File: config.mk
export PLATFORM = sky130hd
export DESIGN_NAME = uart_cmd_ctrl
export DESIGN_NICKNAME = d
export VERILOG_FILES = /design/src/rtl/uart_cmd_ctrl.sv
export SDC_FILE = /design/constraint.sdc
export NUM_CORES = 1
export LEC_CHECK = 0
export CORE_MARGIN = 2
export CORE_UTILIZATION = 61
export CTS_BUF_LIST = sky130_fd_sc_hd__clkbuf_8
export CTS_CLUSTER_DIAMETER = 100
export CTS_CLUSTER_SIZE = 14
export DETAILED_ROUTE_END_ITERATION = 12
export PLACE_DENSITY_LB_ADDON = 0.25
export SYNTH_ARGS = -nofsm -noshare
export SYNTH_HDL_FRONTEND = slang
export SYNTH_SLANG_ARGS = --single-unit
export TNS_END_PERCENT = 100
File: constraint.sdc
create_clock -name sys_clk -period 7.94 [get_ports sys_clk]
set_input_delay 0.794 -clock sys_clk [delete_from_list [all_inputs] [get_ports sys_clk]]
set_output_delay 0.794 -clock sys_clk [all_outputs]
set_load 0.005 [all_outputs]
File: src/rtl/uart_cmd_ctrl.sv
// uart_cmd_ctrl: parses HEADER/ADDR/DATA/CSUM frames from a UART byte stream,
// commits valid writes to a 4 x 8-bit register space and counts rejected frames.
module uart_cmd_ctrl #(
  parameter int          TIMEOUT_CYCLES = 50000,
  parameter logic [7:0]  HEADER         = 8'hA5
) (
  input  logic       sys_clk,
  input  logic       sys_rst_n,
  input  logic [7:0] rx_data,
  input  logic       rx_done,
  output logic       wr_en,
  output logic [1:0] wr_addr,
  output logic [7:0] wr_data,
  output logic [7:0] led_data,
  output logic       frame_ok,
  output logic       frame_err,
  output logic [7:0] err_cnt,
  output logic       busy
);
  localparam int CW = $clog2(TIMEOUT_CYCLES);
  localparam logic [CW-1:0] TC = CW'(TIMEOUT_CYCLES - 1);

  typedef enum logic [1:0] {IDLE, ADDR, DATA, CSUM} state_e;

  state_e        state_q, state_d;
  logic [7:0]    addr_q, addr_d, data_q, data_d;
  logic [CW-1:0] cnt_q, cnt_d;
  logic          wr_en_q, wr_en_d, ok_q, ok_d, err_q, err_d, busy_q, busy_d;
  logic [1:0]    wr_addr_q, wr_addr_d;
  logic [7:0]    wr_data_q, wr_data_d, led_q, led_d, err_cnt_q, err_cnt_d;
  logic          tmo, good, acc, rej;

  always_ff @(posedge sys_clk or negedge sys_rst_n) begin
    if (!sys_rst_n) begin
      state_q   <= IDLE;
      addr_q    <= '0;
      data_q    <= '0;
      cnt_q     <= '0;
      wr_en_q   <= 1'b0;
      wr_addr_q <= '0;
      wr_data_q <= '0;
      led_q     <= '0;
      ok_q      <= 1'b0;
      err_q     <= 1'b0;
      err_cnt_q <= '0;
      busy_q    <= 1'b0;
    end else begin
      state_q   <= state_d;
      addr_q    <= addr_d;
      data_q    <= data_d;
      cnt_q     <= cnt_d;
      wr_en_q   <= wr_en_d;
      wr_addr_q <= wr_addr_d;
      wr_data_q <= wr_data_d;
      led_q     <= led_d;
      ok_q      <= ok_d;
      err_q     <= err_d;
      err_cnt_q <= err_cnt_d;
      busy_q    <= busy_d;
    end
  end

  // A strobe on the terminal-count cycle takes priority over the timeout.
  always_comb begin
    tmo     = (state_q != IDLE) && !rx_done && (cnt_q == TC);
    state_d = state_q;
    if (rx_done) begin
      unique case (state_q)
        IDLE:    state_d = (rx_data == HEADER) ? ADDR : IDLE;
        ADDR:    state_d = DATA;
        DATA:    state_d = CSUM;
        default: state_d = IDLE;
      endcase
    end else if (tmo) begin
      state_d = IDLE;
    end
  end

  always_comb begin
    good      = (rx_data == 8'(addr_q + data_q)) && (addr_q[7:2] == 6'd0);
    acc       = rx_done && (state_q == CSUM) && good;
    rej       = (rx_done && (state_q == CSUM) && !good) || tmo;
    addr_d    = (rx_done && state_q == ADDR) ? rx_data : addr_q;
    data_d    = (rx_done && state_q == DATA) ? rx_data : data_q;
    cnt_d     = (rx_done || state_q == IDLE) ? '0 : cnt_q + 1'b1;
    wr_en_d   = acc;
    ok_d      = acc;
    err_d     = rej;
    wr_addr_d = acc ? addr_q[1:0] : wr_addr_q;
    wr_data_d = acc ? data_q : wr_data_q;
    led_d     = (acc && addr_q[1:0] == 2'd0) ? data_q : led_q;
    err_cnt_d = (rej && err_cnt_q != 8'hFF) ? err_cnt_q + 8'd1 : err_cnt_q;
    busy_d    = state_d != IDLE;
  end

  assign wr_en     = wr_en_q;
  assign wr_addr   = wr_addr_q;
  assign wr_data   = wr_data_q;
  assign led_data  = led_q;
  assign frame_ok  = ok_q;
  assign frame_err = err_q;
  assign err_cnt   = err_cnt_q;
  assign busy      = busy_q;
endmodule

==> results.txt <==
Total Power: 1.19 mW
critical path startpoint category: flip-flop
Final Hold Viols: 0
Worst-path clk slew: 70 ps
chip width: 76.0 µm
total inserted antenna cells: 0
Synth area leaders: dfrtp_1 (50%), mux2_2 (9.6%), ha_1 (5.2%)
Die ar.: 5770 µm²
Critical Path Fanout Max: 10
H-tree depth: 3
Clock Sinks: 63
CORE AREA: 5040 µm²
R2R cell count: 9
Site Rows: 26
Tmin final: 3300 ps
first-pass GRT wire length: 10300 µm
power share of the clock group: 24.8%
vias per inst: 5.55
fill count: 336
Worst Setup End Kind: flip-flop
share of the synthesized area in the top cell type: 49.9%
Layout Cells excl Fill: 388
Flop pwr share: 37.5%
P_sw: 409 µW
Longest Clk Path Bufs: 2
predominant post-synthesis flop cell: dfrtp_1
DRC viols: 0
number of nets with antenna violations after routing: 0
post-synth top area cell: dfrtp_1
Worst-Skew Late Latency: 330 ps
CTS Hold Buffers Added: 0
layout net count: 338
Power Density: 311 nW/µm²
drt wl/cell: 15.5 µm
synth unique cells: 45
hold crit path type: flip-flop to flip-flop
synthesized area per cell: 11.9 µm²
placed insts: 372
Arr. time, crit path: 3510 ps
Max Cap Viol: 0
global route overflow: 0
max-slew violation count: 0
initial antenna violation count: 0
RSZ-0062 raised after global routing: false
Seq/Total Area, Yosys: 49.9%
max_slew headroom: 48.3%
number of synthesized register bits: 63
period utilisation layout: 41.5%
share of layout cells above drive strength 1: 19.5%
Worst EP required: 8150 ps
I/O pin count: 41
syn nets: 291
total CTS buffers: 9
Crit Reg-Reg Endpoint: wr_data[4]$_DFFE_PN0P_
synth warn: 0
crit path kind: flip-flop to flip-flop
post-CTS setup buffers: 0
Routed Wire Length: 6010 µm
CTS tree: built
hpwl dp: 4120 µm
area grow syn2layout: 21.2%
Syn Std Cell Area: 3160 µm²
synthesized netlist cell count: 266
Sw Ratio: 34.3%
Logic pwr share: 37.7%
R2R setup slack: 4640 ps
maximum number of pins on one net before global-route repair: 64
final setup fails: 0
Initial Utilization: 62.6%
DRT Pass-1 Iters: 4
Critical Path End: wr_data[4]$_DFFE_PN0P_
DR iter-0 viols: 150
Power Internal: 782 µW
PortBufs: 40
Max IR drop VDD: 0.000145 V
PostCTS Resize Cnt: 0
Fmax: 303 MHz
Leak Pwr: 1.69 nW
number of synthesized flops with an enable pin: 0
clock skew: 9.09 ps
CP startpoint: addr_q[0]$_DFFE_PN0P_
die height: 76.0 µm
gpl congestion: 0.858
status: complete, no violations
asr flop ratio synth: 100%
Fin Setup TNS: 0 ps
worst r2r src: addr_q[0]$_DFFE_PN0P_
clock root cell: clkbuf_8
Via Count: 2155
vias in the first global route: 2136
Least-Margin Pin Slew: 775 ps
Global Route Usage Sum: 22.5%
-- critical path: stages, from the launching register on --
cell	delay, ps
dfrtp_1	410
ha_1	240
fa_1	410
xnor2_1	200
xnor2_1	100
or3_1	390
nor3_2	210
nand3_1	130
or3_1	690
mux2_4	400
-- layer usage --
metal	vias to the layer above	part of all wire [%]	global-route usage [%]
li1	1040	-	-
met1	1042	47	31.0
met5	-	0	0
met3	9	4.6	5.00
met2	64	47	35.5
met4	0	1.1	8.18
-- state kept, by name, summed over array words and instances, names as in the netlist --
| signal | count |
|---|---|
| frame_err | 1 |
| led_data | 8 |
| data_q | 8 |
| cnt_q | 16 |
| busy | 1 |
| addr_q | 8 |
| wr_addr | 2 |
| wr_data | 8 |
| state_q | 2 |
| frame_ok | 1 |
| err_cnt | 8 |
-- cell usage in the layout, fill, tap and decap left out, types with 9 or more instances in the layout --
cell	n
dfrtp_1	63
clkdlybuf4s50_1	39
mux2_2	27
nor2_1	25
xnor2_1	17
ha_1	13
nand2_1	12
xor2_1	10
mux2_4	10
clkbuf_8	9
-- logic make-up after synthesis --
kind of cell	synth area share, %
multiplexers	14.7
AND/OR/NAND/NOR	13.5
adder cells (fa/ha/maj)	5.78
XOR/XNOR	8.00
AO/OA/AOI/OAI	6.50
flip-flops	49.9
buffers and inverters	1.58
-- worst min path at each step --
stage	start	endpoint	slack, ps	cells past startpoint
6_report	cnt_q[0]$_DFF_PN0_	cnt_q[0]$_DFF_PN0_	470	1
5_1_grt	cnt_q[0]$_DFF_PN0_	cnt_q[0]$_DFF_PN0_	500	1
4_1_cts	cnt_q[0]$_DFF_PN0_	cnt_q[0]$_DFF_PN0_	480	1
3_5_place_dp	cnt_q[0]$_DFF_PN0_	cnt_q[0]$_DFF_PN0_	470	1
3_3_place_gp	cnt_q[0]$_DFF_PN0_	cnt_q[0]$_DFF_PN0_	440	1
2_1_floorplan	cnt_q[0]$_DFF_PN0_	cnt_q[0]$_DFF_PN0_	430	1
-- cells in the mapped netlist (all sizes together) (4+ instances only) --
master,instances
o211ai,4
o21ai,9
xor2,10
mux2,37
xnor2,18
nor3,4
or2,4
nand2,12
nor2,25
inv,5
nand3,7
and3,4
or3,5
nand4,8
ha,13
a21oi,7
dfrtp,63
-- per-stage QoR --
step / utilization (%) / setup WS [ps] / hold slack [ps] / area [µm²]
after floorplan: - / 5050 / 433 / 3160
after global placement: 71.7 / 4490 / 445 / 3620
after detailed placement: 71.7 / 4420 / 468 / 3620
after CTS: 75.9 / 4640 / 475 / 3830
after global routing: 75.9 / 4460 / 500 / 3830
final: 75.9 / 4640 / 469 / 3830
-- layout make-up --
| class | count | area [µm²] | area share [%] |
|---|---|---|---|
| Sequential cell | 63 | 1580 | 41.2 |
| Multi-Input combinational cell | 193 | 1530 | 40.0 |
| Timing Repair Buffer | 41 | 403 | 10.5 |
| Clock buffer | 9 | 124 | 3.24 |
| Clock inverter | 7 | 87.6 | 2.29 |
| Tap cell | 70 | 87.6 | 2.29 |
| Inverter | 5 | 18.8 | 0.490 |
-- power by group through the flow --
stage	Combinational [mW]	Clock (mW)	Sequential, mW
2_1_floorplan	0.348	0	0.434
3_3_place_gp	0.434	0	0.449
3_5_place_dp	0.447	0	0.452
4_1_cts	0.449	0.300	0.446
5_1_grt	0.500	0.312	0.458
6_report	0.449	0.295	0.446
Power figures use the tool's default switching activity.
